[src/rtl/seq_div_pkg.sv]
// Shared definitions for the lab divider: FSM state encoding and default widths.
package seq_div_pkg;

    typedef enum logic [2:0] {
        IDLE = 3'd0,
        LOAD = 3'd1,
        ITER = 3'd2,
        FIX  = 3'd3,
        DONE = 3'd4
    } div_state_t;

    localparam int DIV_WIDTH = 8;
    localparam int DIV_CNT_W = $clog2(DIV_WIDTH + 1);

endpackage

[src/rtl/seq_div_step.sv]
// One restoring-division step: trial subtract of the divisor magnitude from the
// shifted partial remainder, keeping the difference only when it does not borrow.
module div_step
    import seq_div_pkg::*;
#(
    parameter int WIDTH = DIV_WIDTH
) (
    input  logic [WIDTH-1:0] r_shift,
    input  logic [WIDTH-1:0] d_mag,
    output logic [WIDTH-1:0] r_next,
    output logic             q_bit
);

    logic [WIDTH:0] trial_s;

    // Trial subtract in WIDTH+1 bits; the top bit is the borrow.
    always_comb begin
        trial_s = {1'b0, r_shift} - {1'b0, d_mag};
        if (trial_s[WIDTH] == 1'b0) begin
            r_next = trial_s[WIDTH-1:0];
            q_bit  = 1'b1;
        end else begin
            r_next = r_shift;
            q_bit  = 1'b0;
        end
    end

endmodule

[src/rtl/seq_div.sv]
// Sequential restoring divider. Divisor is loaded from S with LoadDivisor,
// dividend is taken from S when Run starts a division.
// Optional feature macro: SIGNED_DIV_EN (two's-complement operands, FIX state,
// truncating division, overflow flag). Without it the divider is unsigned.
module seq_div
    import seq_div_pkg::*;
#(
    parameter int WIDTH = DIV_WIDTH
) (
    input  logic             Clk,
    input  logic             Reset,
    input  logic             Run,
    input  logic             LoadDivisor,
    input  logic [WIDTH-1:0] S,
    output logic [WIDTH-1:0] Qval,
    output logic [WIDTH-1:0] Rval,
    output logic [WIDTH-1:0] Dval,
    output logic             Busy,
    output logic             Done,
    output logic             DivByZero,
    output logic             Ovf
);

    localparam int CNT_W = $clog2(WIDTH + 1);
    localparam logic [CNT_W-1:0] LAST_STEP = CNT_W'(WIDTH - 1);
    localparam logic [WIDTH-1:0] MIN_NEG   = {1'b1, {(WIDTH-1){1'b0}}};

    // Two's-complement negate, wrapping at WIDTH bits.
    function automatic logic [WIDTH-1:0] negate(input logic [WIDTH-1:0] v);
        negate = (~v) + {{(WIDTH-1){1'b0}}, 1'b1};
    endfunction

    // Operand magnitude fed to the iteration; -2^(WIDTH-1) maps to unsigned 2^(WIDTH-1).
    function automatic logic [WIDTH-1:0] magnitude(input logic [WIDTH-1:0] v);
`ifdef SIGNED_DIV_EN
        if (v[WIDTH-1] == 1'b1) begin
            magnitude = negate(v);
        end else begin
            magnitude = v;
        end
`else
        magnitude = v;
`endif
    endfunction

    div_state_t       state_q, state_d;
    logic [WIDTH-1:0] q_q, q_d;
    logic [WIDTH-1:0] r_q, r_d;
    logic [WIDTH-1:0] d_q, d_d;
    logic [CNT_W-1:0] cnt_q, cnt_d;
    logic             dbz_q, dbz_d;
    logic             ovf_q, ovf_d;
    logic             busy_q, busy_d;
    logic             done_q, done_d;
`ifdef SIGNED_DIV_EN
    logic             neg_q, neg_d;
`endif

    logic [WIDTH-1:0] r_shift_s;
    logic [WIDTH-1:0] r_step_s;
    logic             q_bit_s;

    assign r_shift_s = {r_q[WIDTH-2:0], q_q[WIDTH-1]};

    div_step #(.WIDTH(WIDTH)) u_step (
        .r_shift (r_shift_s),
        .d_mag   (magnitude(d_q)),
        .r_next  (r_step_s),
        .q_bit   (q_bit_s)
    );

    // Next-state and datapath updates for the divide sequence.
    always_comb begin
        state_d = state_q;
        q_d     = q_q;
        r_d     = r_q;
        d_d     = d_q;
        cnt_d   = cnt_q;
        dbz_d   = dbz_q;
        ovf_d   = ovf_q;
`ifdef SIGNED_DIV_EN
        neg_d   = neg_q;
`endif
        case (state_q)
            IDLE: begin
                if (Run) begin
                    state_d = LOAD;
                end else if (LoadDivisor) begin
                    d_d = S;
                end else begin
                    state_d = IDLE;
                end
            end
            LOAD: begin
                q_d     = magnitude(S);
                r_d     = {WIDTH{1'b0}};
                cnt_d   = {CNT_W{1'b0}};
                dbz_d   = (d_q == {WIDTH{1'b0}});
                ovf_d   = 1'b0;
`ifdef SIGNED_DIV_EN
                neg_d   = S[WIDTH-1];
`endif
                state_d = ITER;
            end
            ITER: begin
                r_d   = r_step_s;
                q_d   = {q_q[WIDTH-2:0], q_bit_s};
                cnt_d = cnt_q + {{(CNT_W-1){1'b0}}, 1'b1};
                if (cnt_q == LAST_STEP) begin
`ifdef SIGNED_DIV_EN
                    state_d = FIX;
`else
                    state_d = DONE;
`endif
                end else begin
                    state_d = ITER;
                end
            end
            FIX: begin
`ifdef SIGNED_DIV_EN
                // A zero divisor leaves the all-ones quotient un-negated.
                if ((neg_q ^ d_q[WIDTH-1]) && !dbz_q) begin
                    q_d = negate(q_q);
                end else begin
                    q_d = q_q;
                end
                if (neg_q) begin
                    r_d = negate(r_q);
                end else begin
                    r_d = r_q;
                end
                // Magnitude quotient 2^(WIDTH-1) with divisor -1 only arises from MIN/-1.
                ovf_d = neg_q && (d_q == {WIDTH{1'b1}}) && (q_q == MIN_NEG);
`endif
                state_d = DONE;
            end
            DONE: begin
                if (Run) begin
                    state_d = DONE;
                end else begin
                    state_d = IDLE;
                end
                if (LoadDivisor) begin
                    d_d = S;
                end else begin
                    d_d = d_q;
                end
            end
            default: begin
                state_d = IDLE;
            end
        endcase
        busy_d = (state_d == LOAD) || (state_d == ITER) || (state_d == FIX);
        done_d = (state_d == DONE);
    end

    // State and datapath registers; Reset clears everything asynchronously.
    always_ff @(posedge Clk or posedge Reset) begin
        if (Reset) begin
            state_q <= IDLE;
            q_q     <= {WIDTH{1'b0}};
            r_q     <= {WIDTH{1'b0}};
            d_q     <= {WIDTH{1'b0}};
            cnt_q   <= {CNT_W{1'b0}};
            dbz_q   <= 1'b0;
            ovf_q   <= 1'b0;
            busy_q  <= 1'b0;
            done_q  <= 1'b0;
`ifdef SIGNED_DIV_EN
            neg_q   <= 1'b0;
`endif
        end else begin
            state_q <= state_d;
            q_q     <= q_d;
            r_q     <= r_d;
            d_q     <= d_d;
            cnt_q   <= cnt_d;
            dbz_q   <= dbz_d;
            ovf_q   <= ovf_d;
            busy_q  <= busy_d;
            done_q  <= done_d;
`ifdef SIGNED_DIV_EN
            neg_q   <= neg_d;
`endif
        end
    end

    assign Qval      = q_q;
    assign Rval      = r_q;
    assign Dval      = d_q;
    assign Busy      = busy_q;
    assign Done      = done_q;
    assign DivByZero = dbz_q;
    assign Ovf       = ovf_q;

endmodule

[config.mk]
export PLATFORM = sky130hd
export DESIGN_NAME = seq_div
export DESIGN_NICKNAME = d
export VERILOG_FILES = /design/src/rtl/seq_div_pkg.sv /design/src/rtl/seq_div_step.sv /design/src/rtl/seq_div.sv
export SDC_FILE = /design/constraint.sdc
export NUM_CORES = 1
export LEC_CHECK = 0
export ABC_AREA = 1
export BUFFER_PORTS_ARGS = -buffer_cell sky130_fd_sc_hd__buf_2
export CELL_PAD_IN_SITES_DETAIL_PLACEMENT = 0
export CELL_PAD_IN_SITES_GLOBAL_PLACEMENT = 1
export CORE_ASPECT_RATIO = 2
export CORE_MARGIN = 5
export CORE_UTILIZATION = 30
export DETAILED_ROUTE_END_ITERATION = 10
export HOLD_SLACK_MARGIN = 0.03
export PLACE_DENSITY_LB_ADDON = 0.1
export SYNTH_ARGS = -nofsm -noshare
export SYNTH_HDL_FRONTEND = slang
export SYNTH_SLANG_ARGS = --single-unit
[constraint.sdc]
create_clock -name Clk -period 3.8 [get_ports Clk]
set_clock_uncertainty 0.15 [all_clocks]
set_input_delay 0.38 -clock Clk [delete_from_list [all_inputs] [get_ports Clk]]
set_output_delay 0.38 -clock Clk [all_outputs]
set_load 0.005 [all_outputs]
After elaboration in Yosys (flattened, before gate mapping)
Cells that the tools add are included.

operators by class
  add/sub/neg operators = 2
  $mul = 0
  div/mod/pow operators = 0
  magnitude comparators = 0
  eq/ne operators = 10
  shift operators = 0
  mux-type cells = 13
  bitwise gates (word level) = 0
  reductions and logical operators = 7

operators by type and width
  kind                                           count
  one-hot mux 8 bit (2 select lines)             3
  2-to-1 mux 8 bit                               3
  one-hot mux 3 bit (5 select lines)             1
  == test 3 x 2 -> 1 bit, second input constant  4
  2-to-1 mux 3 bit                               4
  subtractor 8 x 8 -> 9 bit                      1
  zero test 8 bit                                1
  one-hot mux 4 bit (2 select lines)             1
  == test 3 x 1 -> 1 bit, second input constant  2
  == test 3 bit, second input constant           2
  adder 4 x 1 -> 4 bit, second input constant    1
  == test 4 x 3 -> 1 bit, second input constant  1
  nonzero test 2 bit                             2
  zero test 3 bit                                1
  logical OR 1 bit                               2
  != test 2 bit, second input constant           1
  AND reduction 2 bit                            1
  2-to-1 mux 1 bit                               1

storage, ports and cells
  bits in registers = 34
  latch bits = 0
  memory bits (writable) = 0
  ROM bits = 0
  input bits = 12
  output and inout port bits = 28
  word-level logic and storage cells = 40
  memories kept = 0

Logic depth before layout (Yosys ltp)
Gate-level depths: netlist of the first run.

  depth in word-level cells = 6
  mapped depth = 12
  gate-level depth less buffers = 12

Modules after synthesis
A second synthesis of the first run with hierarchy kept.

unflattened totals
  cell total of the unflattened synthesis = 270
  area, all modules = 2104.5 sq um

by module, submodules not included
  module    times used  cells each  area each (sq um)  sequential area each (sq um)
  seq_div   1           174         1561.5             850.8
  div_step  1           96          543.0              0.0

Least setup slack after synthesis of the first run
Ideal clock, no wire load.

  path type = register to register
  start = register q_q[7], in the netlist Qval[7]
  end = register r_q[6], in the netlist Rval[6]
  setup time = 0.116 ns
  data arrival time = 1.621 ns
  data required time = 3.534 ns
  setup slack = 1.912 ns
  cell stages (with the launch flop) = 13
  buffers on the path = 0
  clock period less this slack = 1.888 ns
  cell sequence = dfrtp_1 > inv_1 > ha_1 > inv_1 > fa_1 > nand2_1 > nand2_1 > nand3_4 > nand2_4 > nand2_2 > nand2_1 > nand2_1 > nand2_1

on the way
  longest elaborated chain between the ends = 3

ends and longest elaborated chain
  item                                RTL line            RTL
  from (decl)                         seq_div.sv:47       logic [WIDTH-1:0] q_q, q_d;
  from (signal assigned)              seq_div.sv:161      q_q <= {WIDTH{1'b0}};
  from (signal assigned)              seq_div.sv:174      q_q <= q_d;
  subtractor 8 x 8 -> 9 bit           seq_div_step.sv:18  trial_s = {1'b0, r_shift} - {1'b0, d_mag};
  2-to-1 mux 8 bit                    seq_div_step.sv:19  if (trial_s[WIDTH] == 1'b0) begin
  one-hot mux 8 bit (2 select lines)  seq_div.sv:84       case (state_q)
  to (signal assigned)                seq_div.sv:162      r_q <= {WIDTH{1'b0}};
  to (signal assigned)                seq_div.sv:175      r_q <= r_d;
  to (decl)                           seq_div.sv:48       logic [WIDTH-1:0] r_q, r_d;

No other way between the ends.
A chain may end at the register's enable or synchronous reset.

Final worst setup path of the first run
Ends and elaborated chain as after synthesis.

==> results of run 1 <==
## how the worst max path moves through the flow
| stage | cells past startpoint | endpoint | slack [ns] | start |
|---|---|---|---|---|
| floorplan | 12 | Rval[6] | 1.91 | Qval[7] |
| global placement | 11 | Rval[0] | 1.78 | Qval[7] |
| detailed placement | 12 | Rval[6] | 1.73 | Qval[7] |
| CTS | 11 | Rval[5] | 1.72 | Qval[7] |
| global route | 12 | Rval[6] | 1.57 | Qval[7] |
| finish | 12 | Rval[6] | 1.74 | Qval[7] |
## placed cells by master (no fill, tap or decap)
cell type   n
o21ai_2     1
nand3_4     1
a21oi_4     1
conb_1      1
o31ai_1     2
a21oi_1     3
nand2_1    72
ha_1        9
dfrtp_1    34
a22o_1      1
nand2_4     1
buf_2      38
nand3_2     2
o221ai_1    3
inv_1      36
nor3_1      1
o211ai_1    6
nor2_4      1
clkbuf_16   5
nor2_1      6
fa_1        1
o21ai_0     9
buf_4       1
a32o_1      1
clkbuf_8    3
or2_2       2
nand3b_1    5
xor2_1      2
inv_2       4
o21ai_1     4
nand4_1     1
nand2_2     3
or2_1       1
xnor2_1     1
o311ai_0    2
nand3_1    15
## through the flow
step                      power [mW]  hold WS [ns]  instances  instance area (um2)  worst slack, ns
after CTS                      2.477       0.06397        365                 2377            1.722
final                          2.411       0.04463        365                 2377            1.736
after global routing           2.683        0.1047        365                 2377            1.572
after floorplan                1.598        0.3029        237                 1942            1.912
after detailed placement       2.018        0.3384        357                 2211            1.734
after global placement         2.023        0.3275        357                 2211            1.781
## report_power, final
| group | total [mW] | switching [mW] | leakage, nW | internal, mW |
|---|---|---|---|---|
| clock | 0.444 | 0.147 | 0.0832 | 0.296 |
| sequential | 0.664 | 0.140 | 0.434 | 0.524 |
| combinational | 1.30 | 0.812 | 0.768 | 0.492 |
| total | 2.41 | 1.10 | 1.28 | 1.31 |
## sequential cells by signal, indices dropped and copies added (netlist names)
signal,flops
Qval,8
Rval,8
Dval,8
cnt_q,4
Done,1
DivByZero,1
state_q,3
Busy,1
## worst reg2reg max path, delay by kind of cell (launching register included)
| kind | cells | cell delay [ns] |
|---|---|---|
| simple gates | 8 | 0.72 |
| fa+ha+maj | 2 | 0.55 |
| flops | 1 | 0.38 |
| buf+inv | 2 | 0.16 |
## logic make-up after synthesis
group	after synthesis	synth area share
flops	34	0.4381
fa+ha+maj	10	0.06830
simple gates	111	0.2648
xor+xnor	3	0.01353
buf+inv	45	0.09600
compound gates	33	0.1173
other cells	1	0.001931
## final cells by class
type                       count  area [um2]
clock buffer                   8       166.4
fill                         699        3933
tap                           86       107.6
multi-input combinational    158       904.6
sequential                    34       850.8
inverter                      40       150.1
timing repair buffer          39       197.7
## layer usage
layer / wire [um] / share of wire / up-vias
li1: - / - / 843
met1: 2045 / 0.37 / 771
met2: 3202 / 0.58 / 25
met3: 137 / 0.025 / 8
met4: 108 / 0.020 / 0
met5: 0 / 0 / -
==> run metrics, run 1 <==
worst-path fanout max 10; Final Cycle Share 0.5432; DRT Pass-1 Iters 4; GR met2 Demand/Resource 0.2848; DR vias/cell 4.512; CTS tree built; Synth cell types 35; reg-to-reg slack, setup 1.74 ns; Post-synth ARST share 1.000; root buffer cell clkbuf_16; Num CTS Buffers 5; largest net degree at the start of global routing 35; sequential fraction of the synthesis area 0.4381; Reg clk slew, reported paths 0.06 ns; EDFF count, synth 0; global routing usage on met1 0.1532; first-pass GRT wire length 8914 um; # rows 41; RSZ-0062 raised after global routing no; initial antenna violation count 0; CTS H-Tree Depth 2; GPL Wtd Cong 0.8217; FF-to-FF End Rval[6]; Area growth syn-to-layout 22.42%; YS warnings 0; die width 66.89 um; Final Hold Viols 0; final WL 5494 um; most frequent CP cell nand2_1; setup bufs post-CTS 0; final core utilization 0.3768; critical path type register to register; Mean Syn Cell Area 8.194 um2; Max Clock Freq 484.4 MHz; layout cells sized above 1 0.2258; cell taking the most area after synthesis dfrtp_1; vias in the first global route 1727; Power Density 1014 mW/mm2; Area contributors post-synth dfrtp_1, nand2_1, inv_1; crit-path max cell delay 0.40 ns; R2R depth 12; Crit. End Element register; most frequent cell after synthesis nand2_1; Startpoint Class register; Final setup viols 0; slew margin rel. 0.6387; Nets 300; critical path's slowest cell fa_1; GRT Util Overall 0.1497; num ports 40; Hold WC Path Type input port to async pin; status complete, no violations; grt peak-use layer met2; Worst-Skew Late Latency 0.28 ns; Static Leak 1.285 nW; CORE AREA 0.006310 mm2; hold buffer count at cts 0; antenna cells 0; DP Wirelength 4365 um; DIE HEIGHT 123.8 um; DRC viols 0; Post-Syn Instances 237; Congestion Overflow GR 0; setup TNS 0 ns; Resize count post-CTS 0; Synth Cell Area 0.001942 mm2; Worst path top cell family by delay simple AND/OR/NAND/NOR gates; Longest Clk Path Bufs 2; max-slew violations 0; MaxCap Viol Count 0; arrival time worst endpoint 2.09 ns; syn nets 259; clk sinks 34; top cell type's share of synthesized area 0.4381; Starting Density 0.3078; Port Buffers 38; Worst-Margin Slew 0.5404 ns; CP Cell Sequence inv_1, ha_1, inv_1, fa_1, nand2_1, nand2_1, nand3_4, nand2_4, nand2_2, nand2_1, nand2_1, nand2_1; fin crit period 2.064 ns; most frequent cells after synthesis nand2_1, inv_1, dfrtp_1; routed len/inst 15.05 um; r2r startpoint Qval[7]; grt met3 use 0.02978; top_reg_cell synth dfrtp_1; DRT iter0 DRCs 57; DIE AREA 0.008280 mm2; Worst VDD drop 0.4643 mV; data required time at the worst endpoint 3.82 ns; crit path buf inv count 2; synthesized flop and latch total 34; Vias 1647; Final ANT Viol Nets 0
(Power assumes the default switching activity.)
==> inputs of run 2 (changes only) <==
--- a/config.mk
+++ b/config.mk
@@ -5,7 +5,7 @@
 export SDC_FILE = /design/constraint.sdc
 export NUM_CORES = 1
 export LEC_CHECK = 0
-export ABC_AREA = 1
+export ABC_AREA = 0
 export BUFFER_PORTS_ARGS = -buffer_cell sky130_fd_sc_hd__buf_2
 export CELL_PAD_IN_SITES_DETAIL_PLACEMENT = 0
 export CELL_PAD_IN_SITES_GLOBAL_PLACEMENT = 1
==> constraint.sdc (replaced) <==
create_clock -name Clk -period 1.9 [get_ports Clk]
set_clock_uncertainty 0.15 [all_clocks]
set_input_delay 0.19 -clock Clk [delete_from_list [all_inputs] [get_ports Clk]]
set_output_delay 0.19 -clock Clk [all_outputs]
set_load 0.005 [all_outputs]
==> run 2 against run 1 <==
Effect of this change: critical path depth decreased by 1; global-route usage increased by 0.98 points; combinational power increased to 2.9 times the previous value; the flow now finishes with violations (setup timing); hold slack got worse by 0.0097 ns; fmax decreased by 14%; sequential power increased by 94%; cell count increased by 2.5%.
==> run metrics, run 2 <==
syn nets 219 (-15%); commonest non-fill, non-tap cell in the layout buf_4; synthesized flop and latch total 34 (unchanged); root buffer cell clkbuf_16; Hold WC Path Type input port to register; violated checks setup timing; arrival time worst endpoint 2.42 ns (+0.33 ns); setup TNS -3.757 ns (-3.757 ns); WHS Path Cells 2; Synth cell types 48 (+37%); Placed Cells 352 (-1.4%); Mean Syn Cell Area 9.724 um2 (+19%); status finished with violations; Reg clk slew, reported paths 0.05 ns (about the same); most frequent cells after synthesis dfrtp_1, nand2_1, o22ai_1; DP Wirelength 4555 um (+4.4%); antenna cells 0 (unchanged); die width 66.51 um (-0.58%); Congestion Overflow GR 0 (unchanged); vias in the first global route 2009 (+16%); Post-Layout Cell Count 374 (+2.5%); register area 850.8 um2 (unchanged); largest net degree at the start of global routing 35 (unchanged); Crit. End Element register; Port Buffers 38 (unchanged); clk sinks 34 (unchanged); top cell type's share of synthesized area 0.4442 (+0.006010); cell taking the most area after synthesis dfrtp_1; Starting Density 0.3061 (-0.001676); R2R depth 11 (-1); Longest Clk Path Bufs 2 (unchanged); max-slew violations 0 (unchanged); initial antenna violation count 0 (unchanged); DRC viols 0 (unchanged); sequential fraction of the synthesis area 0.4442 (+0.006010); routed len/inst 15.63 um (+3.9%); num ports 40 (unchanged); GRT Util Overall 0.1595 (+0.009791); Final setup viols 9 (+9); fin crit period 2.408 ns (+0.3441 ns); first-pass GRT wire length 9687 um (+8.7%); Max Clock Freq 415.2 MHz (-14%); # rows 41 (unchanged); CTS H-Tree Depth 2 (unchanged); footprint of the multi-input gates 0.001010 mm2 (+12%); Num CTS Buffers 5 (unchanged); Startpoint Class register; EDFF count, synth 0 (unchanged); Final Cell Area 0.002781 mm2 (+17%); Synth Cell Area 0.001916 mm2 (-1.4%); Post-synth ARST share 1.000 (unchanged); top_reg_cell synth dfrtp_1; final WL 5847 um (+6.4%); DIE AREA 0.008180 mm2 (-1.2%); DIE HEIGHT 123.0 um (-0.63%); MaxCap Viol Count 0 (unchanged); DRT iter0 DRCs 48 (-16%); Area growth syn-to-layout 45.20%; Post-Syn Instances 197 (-17%); GPL Wtd Cong 0.7686 (-6.5%); CORE AREA 0.006259 mm2 (-0.81%); DRT Pass-1 Iters 4 (unchanged); most frequent cell after synthesis dfrtp_1; layout cells sized above 1 0.3889 (+0.1631); worst-path fanout max 4 (-6); YS warnings 0 (unchanged); Final Cycle Share 1.268 (+0.7243); Static Leak 1.398 nW (+8.8%); data required time at the worst endpoint 1.91 ns (-1.91 ns); Nets 310 (+3.3%); Vias 1823 (+11%); Final ANT Viol Nets 0 (unchanged); Power Density 2076 mW/mm2 (+100%); Area after DPL 0.002471 mm2 (+12%); DR vias/cell 4.874 (+8.0%); Hold Slack 0.03497 ns (-0.009665 ns); Layout fillers 650 (-7.0%); worst setup margin -0.5083 ns (-2.244 ns); Worst-Skew Late Latency 0.28 ns (about the same); Area contributors post-synth dfrtp_1, ha_1, o22ai_1; critical path type register to register; RSZ-0062 raised after global routing yes; Worst VDD drop 0.8339 mV (+80%); CTS tree built; Final Hold Viols 0 (unchanged); most frequent cells in the layout buf_4, buf_2, dfrtp_1
-- run 2: changes by cell type in the layout (fill, tap and decap cells not counted), sizes merged, moves of 5 or more --
cell	delta
a21o	+7
a21oi	+7
buf	+48
dlygate4sd3	+6
inv	-26
mux2	+8
mux2i	+5
nand2	-58
nand3	-13
o211ai	-6
o22ai	+15
-- run 2: critical path: stages, from the launching register on --
cell,delay [ns]
dfrtp_1,0.38
inv_2,0.08
ha_4,0.13
inv_2,0.04
fa_2,0.33
a21o_1,0.18
a21o_1,0.18
a221oi_2,0.26
buf_4,0.19
buf_6,0.10
mux2i_2,0.19
o21ai_1,0.09
-- run 2: stage by stage --
| step | power (mW) | util | setup WS, ns |
|---|---|---|---|
| final | 5.774 | 0.4444 | -0.5083 |
| after global routing | 6.288 | 0.4444 | -0.6069 |
| after CTS | 5.697 | 0.4378 | -0.5562 |
| after detailed placement | 4.650 | 0.3948 | -0.6028 |
| after global placement | 4.660 | 0.3948 | -0.5461 |
| after floorplan | 3.203 | - | -0.4372 |
-- run 2: where the power goes --
part / switching [mW] / internal (mW) / total [mW]
Clock: 0.301 / 0.473 / 0.774
Sequential: 0.249 / 1.05 / 1.29
Combinational: 1.79 / 1.92 / 3.71
-- run 2: area by class of cell --
type,count,share of cell area
Clock buffer,5,0.04498
Multi-Input combinational cell,140,0.3630
Clock inverter,2,0.003599
Timing Repair Buffer,93,0.2249
Tap cell,86,0.03869
Sequential cell,34,0.3059
Inverter,14,0.01889
-- run 2: routing by layer --
| layer | vias to the layer above | track usage | part of all wire |
|---|---|---|---|
| met1 | 873 | 0.1677 | 0.37 |
| met3 | 10 | 0.03000 | 0.035 |
| met4 | 0 | 0.06870 | 0.025 |
| li1 | 897 | - | - |
| met5 | - | 0 | 0 |
| met2 | 43 | 0.2981 | 0.57 |
-- run 2: cells by family after synthesis --
| kind of cell | share of synthesized area |
|---|---|
| muxes | 0.07315 |
| other | 0.001958 |
| adders and majority gates | 0.06924 |
| AOI/OAI and AO/OA | 0.2221 |
| and+or+nand+nor | 0.1235 |
| xor gates and xnor gates | 0.01372 |
| buffers and inverters | 0.05225 |
| DFF | 0.4442 |
-- run 2: timing repair --
action | 4_1_cts | 5_1_grt
setup buffers | 6 | 4
cloned | 0 | 0
hold buffers | 6 | 0
pin swaps | 6 | 8
setup endpoints to repair | 9 | 9
gates resized for setup | 7 | 3
hold endpoints to repair | 39 | 0
-- run 2: worst paths after layout --
check / start / endpoint / slack (ns)
worst min-delay path: S[5] / Dval[5] / 0.03
min in group asynchronous: Reset / Rval[5] / 0.41
worst min register to register: cnt_q[2] / cnt_q[2] / 0.35
worst max register to register: Qval[7] / Rval[1] / -0.51
worst max-delay path: Qval[7] / Rval[1] / -0.51
max in group asynchronous: Reset / Qval[7] / 0.86
